--- config.mk ---
export PLATFORM = sky130hd
export DESIGN_NAME = pipe_hazard_ctrl
export DESIGN_NICKNAME = d
export VERILOG_FILES = /design/src/rtl/pipe_hazard_ctrl_pkg.sv /design/src/rtl/pipe_hazard_ctrl_hazard_detect.sv /design/src/rtl/pipe_hazard_ctrl.sv
export SDC_FILE = /design/constraint.sdc
export NUM_CORES = 1
export LEC_CHECK = 0
export ABC_AREA = 1
export CORE_MARGIN = 5
export CORE_UTILIZATION = 49
export DETAILED_ROUTE_END_ITERATION = 8
export PLACE_DENSITY = 0.89
export SYNTH_ARGS = -nofsm -noshare
export SYNTH_HDL_FRONTEND = slang
export SYNTH_SLANG_ARGS = --single-unit
--- constraint.sdc ---
create_clock -name clk -period 2.2 [get_ports clk]
set_input_delay 0.33 -clock clk [delete_from_list [all_inputs] [get_ports clk]]
set_output_delay 0.33 -clock clk [all_outputs]
set_load 0.02 [all_outputs]
--- src/rtl/pipe_hazard_ctrl_pkg.sv ---
// Shared types for the pipeline hazard controller: FSM state encoding,
// control-output bundle and the default register-file address width.
package pipe_hazard_ctrl_pkg;

  localparam int REG_FILE_ADDR_LEN = 3;

  typedef enum logic [1:0] {
    ST_RUN      = 2'd0,
    ST_MC_WAIT  = 2'd1,
    ST_BR_FLUSH = 2'd2
  } hz_state_t;

  typedef struct packed {
    logic pc_freeze;
    logic ifid_freeze;
    logic ifid_flush;
    logic idexe_bubble;
    logic idexe_freeze;
    logic mc_err;
  } hz_ctrl_t;

endpackage

--- src/rtl/pipe_hazard_ctrl_hazard_detect.sv ---
// Combinational RAW comparator for the instruction in ID.
// HAZ_FORWARD_EN: only a load in EXE stalls; otherwise any EXE/MEM producer stalls.
module hazard_detect #(
  parameter int REG_ADDR_W = 3
) (
  input  logic [REG_ADDR_W-1:0] id_src1,
  input  logic [REG_ADDR_W-1:0] id_src2,
  input  logic                  id_src1_used,
  input  logic                  id_src2_used,
  input  logic [REG_ADDR_W-1:0] exe_dest,
  input  logic                  exe_wb_en,
  input  logic                  exe_mem_r_en,
  input  logic [REG_ADDR_W-1:0] mem_dest,
  input  logic                  mem_wb_en,
  output logic                  hazard
);

  // Register 0 is hard-wired, so writes to it never create a dependency.
  function automatic logic raw_match(input logic [REG_ADDR_W-1:0] src,
                                     input logic                  used,
                                     input logic [REG_ADDR_W-1:0] dest,
                                     input logic                  wb_en);
    return used && wb_en && (src == dest) && (dest != '0);
  endfunction

  logic exe_hit;
  logic mem_hit;

  assign exe_hit = raw_match(id_src1, id_src1_used, exe_dest, exe_wb_en) ||
                   raw_match(id_src2, id_src2_used, exe_dest, exe_wb_en);
  assign mem_hit = raw_match(id_src1, id_src1_used, mem_dest, mem_wb_en) ||
                   raw_match(id_src2, id_src2_used, mem_dest, mem_wb_en);

`ifdef HAZ_FORWARD_EN
  // Forwarding covers ALU results from EXE and everything in MEM.
  logic unused_mem_hit;
  assign unused_mem_hit = mem_hit;
  assign hazard = exe_hit && exe_mem_r_en;
`else
  logic unused_mem_r_en;
  assign unused_mem_r_en = exe_mem_r_en;
  assign hazard = exe_hit || mem_hit;
`endif

endmodule

--- src/rtl/pipe_hazard_ctrl.sv ---
// Hazard and sequencing controller for the five-stage core: freeze/flush/bubble
// controls, multi-cycle timeout and saturating statistics. Option: HAZ_FORWARD_EN.
module pipe_hazard_ctrl
  import pipe_hazard_ctrl_pkg::*;
#(
  parameter int REG_ADDR_W = REG_FILE_ADDR_LEN,
  parameter int MC_TIMEOUT = 15,
  parameter int CNT_W      = 16
) (
  input  logic                  clk,
  input  logic                  rst,
  input  logic [REG_ADDR_W-1:0] id_src1,
  input  logic [REG_ADDR_W-1:0] id_src2,
  input  logic                  id_src1_used,
  input  logic                  id_src2_used,
  input  logic [REG_ADDR_W-1:0] exe_dest,
  input  logic                  exe_wb_en,
  input  logic                  exe_mem_r_en,
  input  logic [REG_ADDR_W-1:0] mem_dest,
  input  logic                  mem_wb_en,
  input  logic                  br_taken,
  input  logic                  mc_start,
  input  logic                  mc_done,
  output logic                  pc_freeze,
  output logic                  ifid_freeze,
  output logic                  ifid_flush,
  output logic                  idexe_bubble,
  output logic                  idexe_freeze,
  output logic                  mc_err,
  output logic [CNT_W-1:0]      stall_cnt,
  output logic [CNT_W-1:0]      flush_cnt,
  output logic [1:0]            state
);

  localparam int TMO_W = $clog2(MC_TIMEOUT + 1);

  // Multi-cycle handshake: mc_start is a level that stays high while the op
  // occupies EXE; mc_done is a one-cycle pulse marking the result valid. The
  // pipeline stays frozen up to and including the mc_done cycle.
  hz_state_t        state_q;
  logic [TMO_W-1:0] tmo_q;
  logic [CNT_W-1:0] stall_q;
  logic [CNT_W-1:0] flush_q;
  logic             hazard;
  logic             tmo_hit;
  hz_ctrl_t         ctrl;

  hazard_detect #(
    .REG_ADDR_W (REG_ADDR_W)
  ) u_hazard_detect (
    .id_src1      (id_src1),
    .id_src2      (id_src2),
    .id_src1_used (id_src1_used),
    .id_src2_used (id_src2_used),
    .exe_dest     (exe_dest),
    .exe_wb_en    (exe_wb_en),
    .exe_mem_r_en (exe_mem_r_en),
    .mem_dest     (mem_dest),
    .mem_wb_en    (mem_wb_en),
    .hazard       (hazard)
  );

  assign tmo_hit = (tmo_q == TMO_W'(MC_TIMEOUT));

  always_comb begin
    ctrl = '0;
    unique case (state_q)
      ST_RUN: begin
        if (br_taken) begin
          ctrl.ifid_flush   = 1'b1;
          ctrl.idexe_bubble = 1'b1;
        end else if (mc_start) begin
          ctrl.pc_freeze    = 1'b1;
          ctrl.ifid_freeze  = 1'b1;
          ctrl.idexe_freeze = 1'b1;
        end else if (hazard) begin
          ctrl.pc_freeze    = 1'b1;
          ctrl.ifid_freeze  = 1'b1;
          ctrl.idexe_bubble = 1'b1;
        end
      end
      ST_MC_WAIT: begin
        // br_taken cannot come from EXE while the multi-cycle op owns it.
        ctrl.pc_freeze    = 1'b1;
        ctrl.ifid_freeze  = 1'b1;
        ctrl.idexe_freeze = 1'b1;
        ctrl.mc_err       = tmo_hit && !mc_done;
      end
      ST_BR_FLUSH: begin
        ctrl.ifid_flush = 1'b1;
      end
      default: ctrl = '0;
    endcase
  end

  always_ff @(posedge clk) begin
    if (rst) begin
      state_q <= ST_RUN;
      tmo_q   <= '0;
      stall_q <= '0;
      flush_q <= '0;
    end else begin
      unique case (state_q)
        ST_RUN: begin
          if (br_taken) begin
            state_q <= ST_BR_FLUSH;
          end else if (mc_start) begin
            state_q <= ST_MC_WAIT;
            tmo_q   <= '0;
          end
        end
        ST_MC_WAIT: begin
          if (mc_done || tmo_hit) begin
            state_q <= ST_RUN;
          end else begin
            tmo_q <= tmo_q + TMO_W'(1);
          end
        end
        ST_BR_FLUSH: state_q <= ST_RUN;
        default:     state_q <= ST_RUN;
      endcase

      if (ctrl.pc_freeze && (stall_q != '1)) begin
        stall_q <= stall_q + CNT_W'(1);
      end
      if ((state_q == ST_RUN) && br_taken && (flush_q != '1)) begin
        flush_q <= flush_q + CNT_W'(1);
      end
    end
  end

  assign pc_freeze    = ctrl.pc_freeze;
  assign ifid_freeze  = ctrl.ifid_freeze;
  assign ifid_flush   = ctrl.ifid_flush;
  assign idexe_bubble = ctrl.idexe_bubble;
  assign idexe_freeze = ctrl.idexe_freeze;
  assign mc_err       = ctrl.mc_err;
  assign stall_cnt    = stall_q;
  assign flush_cnt    = flush_q;
  assign state        = state_q;

endmodule

==> reports/qor.csv, run 1 <==
metric,value,unit
status,"complete, no violations",
Critical R2R Capture,stall_cnt[14],
WP data arrival,1.70,ns
cell depth of the worst hold path,2,
Final Setup Violations,0,
Num CTS Buffers,5,
Post-Synth Simple-Gate Area,0.4048,
part of the power in registers,0.499,
CP max FO,3,
RSZ-0062 raised after global routing,false,
DR iter-0 viols,115,
WL final,6.423,mm
count of cell types in the netlist,32,
Final Cell Area,0.003192,sq mm
ranking of synthesized cells by area,"dfxtp_1 (32%), nand2_1 (17%), nor2_1 (8.6%)",
Buffers on Ports,60,
Leak,1.289,nW
# rows,25,
initial antenna violation count,0,
# diodes,0,
Synth-to-Final Area Change,32.73,%
CTS Hold Bufs,0,
drt wl/cell,12.47,um
clock share of power,0.315,
post-detailed-placement half-perimeter wirelength,4.811,mm
worst hold start,stall_cnt[3],
f_max,491.9,MHz
Synth Area in Adders,0.01561,
top cell type by total area after synthesis,dfxtp_1,
MaxCap Viol Count,0,
die width,80.06,um
first-pass GRT wire length,10.27,mm
Worst-path clk slew,0.07,ns
CP Capture Type,output port,
root buffer cell,clkbuf_8,
Clock Path Buffers,2,
largest net degree at the start of global routing,20,
crit start category,input port,
multi-input logic area,0.001406,sq mm
layout cell share with drive strength beyond 1,0.09821,
actual slew at the worst max-slew pin,0.4470,ns
Fin. Hold Viols,0,
vias in the first global route,2365,
GR Overflow Total,0,
Comb pwr share,0.186,
RD Place Congestion,0.9268,
Die ar.,0.006409,sq mm
register bit count reported by yosys,38,
H-tree levels,2,
Vias,2654,
Clock Skew,0.005598,ns
Avg Inst Size Synth,6.328,sq um
"Seq/Total Area, Yosys",0.3163,
Power per Cell Area,449.1,mW/mm^2
Core ar.,0.004755,sq mm
compound-cell area share of the yosys netlist,0.1061,
main combinational cell family by area after synthesis,simple AND/OR/NAND/NOR gates,
WP data required,1.87,ns
DRT antenna net count,0,
fraction of synthesized cell area in xor and xnor cells,0.05463,
R2R Setup Slk,0.28,ns
Pint,0.001024,W
Post-DP Area,0.003098,sq mm
hold endpoint,stall_cnt[3],
Detailed Routing Iterations Pass 1,4,
CTS tree,done,
fin. max-slew vios,0,
Die H,80.06,um
worst vdd ir,0.3488,mV
total track usage,0.1994,
Post-synth EDFFs,0,
number of I/O pins,62,
Final period util,0.9241,
"top cells by count, synth","nand2_1 (107), nor2_1 (55), inv_1 (39)",
Syn Nets,405,
R2R cell count,8,
Yosys top cell area share,0.3163,
FF/Latch Area,760.7,sq um
synthesized cell area,0.002405,sq mm
CP Class,in2out,
Net Sw Power,0.0004093,W
nets@finish,473,
max_slew headroom,0.6997,
vias per std cell,5.153,
share of flip-flops with an asynchronous set or reset,0,
Worst Hold Class,reg2reg,
switching share of total power,0.2856,
Ys Warns,0,
initial core utilization,0.5058,
reg2reg start,stall_cnt[0],
DRC viols,0,
Layout Utilization,0.6713,
ys flop type,dfxtp_1,
filler instances,417,
proportion of synthesized area in mux cells,0,
Synth Instances,380,
clk sinks,38,
Final Critical Period,2.033,ns
most common cell in the synthesized netlist,nand2_1,
Worst-Skew Late Latency,0.29,ns
==> power groups by stage <==
stage                     clock network (W)  logic [W]  registers, W
after floorplan                           0   0.000147      0.000741
after global placement                    0   0.000263      0.000730
after detailed placement                  0   0.000269      0.000731
after CTS                          0.000456   0.000267      0.000715
after global routing               0.000476   0.000290      0.000718
final                              0.000452   0.000266      0.000716
==> metrics by stage <==
| stage | total power [W] | TNS (ns) | std cells | hold WS [ns] | worst slack, ns |
|---|---|---|---|---|---|
| 5_1_grt | 0.001484 | 0 | 515 | 0.5275 | 0.03196 |
| 4_1_cts | 0.001438 | 0 | 514 | 0.5026 | 0.01275 |
| 2_1_floorplan | 0.0008881 | 0 | 380 | 0.4818 | 0.3294 |
| 3_5_place_dp | 0.001000 | -0.7748 | 507 | 0.4913 | -0.2809 |
| 3_3_place_gp | 0.0009930 | -0.6809 | 507 | 0.4824 | -0.2535 |
| 6_report | 0.001433 | 0 | 515 | 0.5049 | 0.1669 |
==> flip-flops by register name, summed over array words and instances (netlist names) <==
signal,count
stall_cnt,16
flush_cnt,16
tmo_q,4
state,2
==> worst max-delay path by stage <==
stage                      start  slack [ns]      endpoint  depth (start not counted)
floorplan           stall_cnt[0]        0.33  stall_cnt[0]                          8
global placement     exe_dest[2]       -0.25   ifid_freeze                         12
detailed placement   mem_dest[2]       -0.28   ifid_freeze                         12
CTS                  mem_dest[2]        0.01   ifid_freeze                         12
global route         exe_dest[0]        0.03     pc_freeze                         12
finish               mem_dest[2]        0.17     pc_freeze                         12
==> critical path: stages <==
cell and delay [ns]:
clkdlybuf4s50_1 0.52, inv_2 0.06, nand2_1 0.07, nand2_1 0.05, nor2_1 0.12, nand2_1 0.06
nand2_1 0.05, nand2_1 0.04, nand2_1 0.08, nand2_1 0.07, nand2_2 0.07, clkbuf_2 0.18
==> placed cells by master (no fill, tap or decap), types with 5 or more instances in the layout <==
master,instances
nor2_1,55
nand3_1,27
nand4_1,7
buf_4,10
o21ai_0,6
xor2_1,12
dfxtp_1,38
nand2_1,107
clkdlybuf4s50_1,55
a21oi_1,21
clkbuf_8,5
inv_1,39
a21oi_2,8
inv_2,9
nor3_1,15
==> metal layers <==
layer,track usage,share of wire
met4,0.08446,0.026
met2,0.3402,0.48
met1,0.2412,0.44
met5,0,0
met3,0.04148,0.060
==> layout make-up <==
class | count | share of cell area
tap | 67 | 0.02626
sequential | 38 | 0.2383
clock buffer | 5 | 0.02156
clock inverter | 2 | 0.003136
inverter | 48 | 0.05645
multi-input combinational | 284 | 0.4406
timing repair buffer | 71 | 0.2136
==> cell families after synthesis <==
group           count (synthesis)
compound gates                 43
fa+ha+maj                       3
buf+inv                        58
xor+xnor                       15
flops                          38
simple gates                  223
==> what timing repair did <==
item,4_1_cts,5_1_grt
buffers inserted,0,1
resized for setup,6,6
setup endpoints to repair,4,15
No activity file was read; power rests on OpenSTA's default activity.
==> inputs of run 2 (changes only) <==
- GPL_ROUTABILITY_DRIVEN: unset -> 0
- SETUP_SLACK_MARGIN: unset -> 0.1
==> run 2 against run 1 <==
Final area increased by 0.35%. Core utilization increased by 0.24 points. Global-route usage decreased by 0.38 points. Clock power increased by 0.9%. Register-to-register slack about the same. Final cell count increased by 0.39%. Sequential share of layout area decreased by 0.084 points. Non-clock buffer count increased by 2.
==> reports/qor.csv, run 2 (synthesis gave the netlist of run 1 again) <==
metric,value,unit
Die ar.,0.006409,sq mm
Final period util,0.9138,
post-detailed-placement half-perimeter wirelength,4.579,mm
Pwr Total,0.001433,W
Worst-Skew Late Latency,0.29,ns
multi-input logic area,0.001409,sq mm
Layout Utilization,0.6737,
Comb pwr share,0.183,
Die H,80.06,um
vias per std cell,5.157,
Net Sw Power,0.0004048,W
vias in the first global route,2350,
Num CTS Buffers,5,
# rows,25,
total track usage,0.1956,
worst vdd ir,0.4562,mV
DRT antenna net count,0,
GR Overflow Total,0,
RSZ-0062 raised after global routing,true,
# diodes,0,
f_max,497.4,MHz
MaxCap Viol Count,0,
Pint,0.001029,W
first-pass GRT wire length,10.12,mm
Clock Skew,0.005879,ns
fin. max-slew vios,0,
FF/Latch Area,760.7,sq um
CP Class,in2out,
Worst-path clk slew,0.07,ns
CP max FO,4,
Post-DP Area,0.003090,sq mm
status,"complete, no violations",
max_slew headroom,0.6921,
WP data required,1.87,ns
DRC viols,0,
number of I/O pins,62,
CP Capture Type,output port,
Critical Path Source,mem_dest[0],
part of the power in registers,0.499,
Clock Path Buffers,2,
Final Worst Setup Slack,0.1897,ns
WL final,6.377,mm
die width,80.06,um
root buffer cell,clkbuf_8,
clk sinks,38,
Placement Setup Slack,-0.2919,ns
initial core utilization,0.5058,
Power per Cell Area,447.5,mW/mm^2
WP data arrival,1.68,ns
clock share of power,0.318,
drt wl/cell,12.33,um
worst hold start,stall_cnt[13],
Buffers on Ports,60,
Synth-to-Final Area Change,33.19,%
Final Critical Period,2.010,ns
Fin. Hold Viols,0,
switching share of total power,0.2824,
reg2reg start,stall_cnt[0],
Core ar.,0.004755,sq mm
filler instances,415,
Final Setup Violations,0,
Finished Layout Cells,517,
nets@finish,475,
Final Cell Area,0.003203,sq mm
Leak,1.310,nW
Vias,2666,
CTS tree,done,
H-tree levels,2,
"most common cell after layout, fill and taps aside",nand2_1,
initial antenna violation count,0,
DP Cell Count,506,
largest net degree at the start of global routing,20,
DR iter-0 viols,118,
Worst Hold Class,reg2reg,
actual slew at the worst max-slew pin,0.4583,ns
crit start category,input port,
layout cell share with drive strength beyond 1,0.1000,
most frequent cells in the layout,"nand2_1 (106), nor2_1 (55), clkdlybuf4s50_1 (51), inv_1 (39), dfxtp_1 (38)",
Detailed Routing Iterations Pass 1,5,
==> run 2: cell types whose count changed in the layout (fill, tap and decap cells not counted), moves of 2 or more <==
cell / change
buf_4: +4
clkdlybuf4s50_1: -4
dlymetal6s2s_1: +3
clkbuf_1: +2
clkbuf_2: -2
clkinv_2: -2
==> run 2: cell type report <==
| cell class | instances | share of cell area |
|---|---|---|
| multi-input combinational | 284 | 0.4398 |
| clock buffer | 7 | 0.02383 |
| tap | 67 | 0.02617 |
| inverter | 48 | 0.05625 |
| timing repair buffer | 73 | 0.2164 |
| sequential | 38 | 0.2375 |
==> run 2: metal layers <==
layer | global-route usage | vias up | wire [um]
met4 | 0.06250 | 0 | 123
li1 | - | 1353 | -
met5 | 0 | - | 0
met3 | 0.03475 | 14 | 384
met1 | 0.2431 | 1184 | 2814
met2 | 0.3402 | 115 | 3055
==> run 2: what timing repair did <==
item                       CTS  global route
hold buffers                 0             0
gates resized for setup     12             8
buffers inserted             0             4
setup endpoints to repair    5            17
==> run 2: metrics by stage <==
step | TNS (ns) | hold WS (ns)
after floorplan | 0 | 0.4818
after global placement | -0.7314 | 0.4832
after detailed placement | -0.8370 | 0.4915
after CTS | 0 | 0.5026
after global routing | 0 | 0.5285
final | 0 | 0.5009
==> run 2: final timing paths <==
path | endpoint | slack [ns] | cells after the start
min | stall_cnt[13] | 0.50 | 2
max reg2reg | stall_cnt[9] | 0.29 | 8
min reg2reg | stall_cnt[13] | 0.50 | 2
max | ifid_freeze | 0.19 | 12
==> run 2: critical path, stage by stage <==
cell and delay [ns]:
clkdlybuf4s50_1 0.54, inv_2 0.05, nand2_1 0.05, nand2_1 0.05, nor2_1 0.08, nand2_1 0.06
nand2_1 0.06, nand2_1 0.06, nand2_2 0.08, nand2_1 0.06, nand2_2 0.07, clkbuf_2 0.18
==> run 2: power by group through the flow <==
stage / clock network, W / registers (W) / logic (W)
finish: 0.000456 / 0.000715 / 0.000262
global route: 0.000488 / 0.000717 / 0.000289
CTS: 0.000460 / 0.000715 / 0.000261
detailed placement: 0 / 0.000731 / 0.000266
global placement: 0 / 0.000731 / 0.000262
floorplan: 0 / 0.000741 / 0.000147
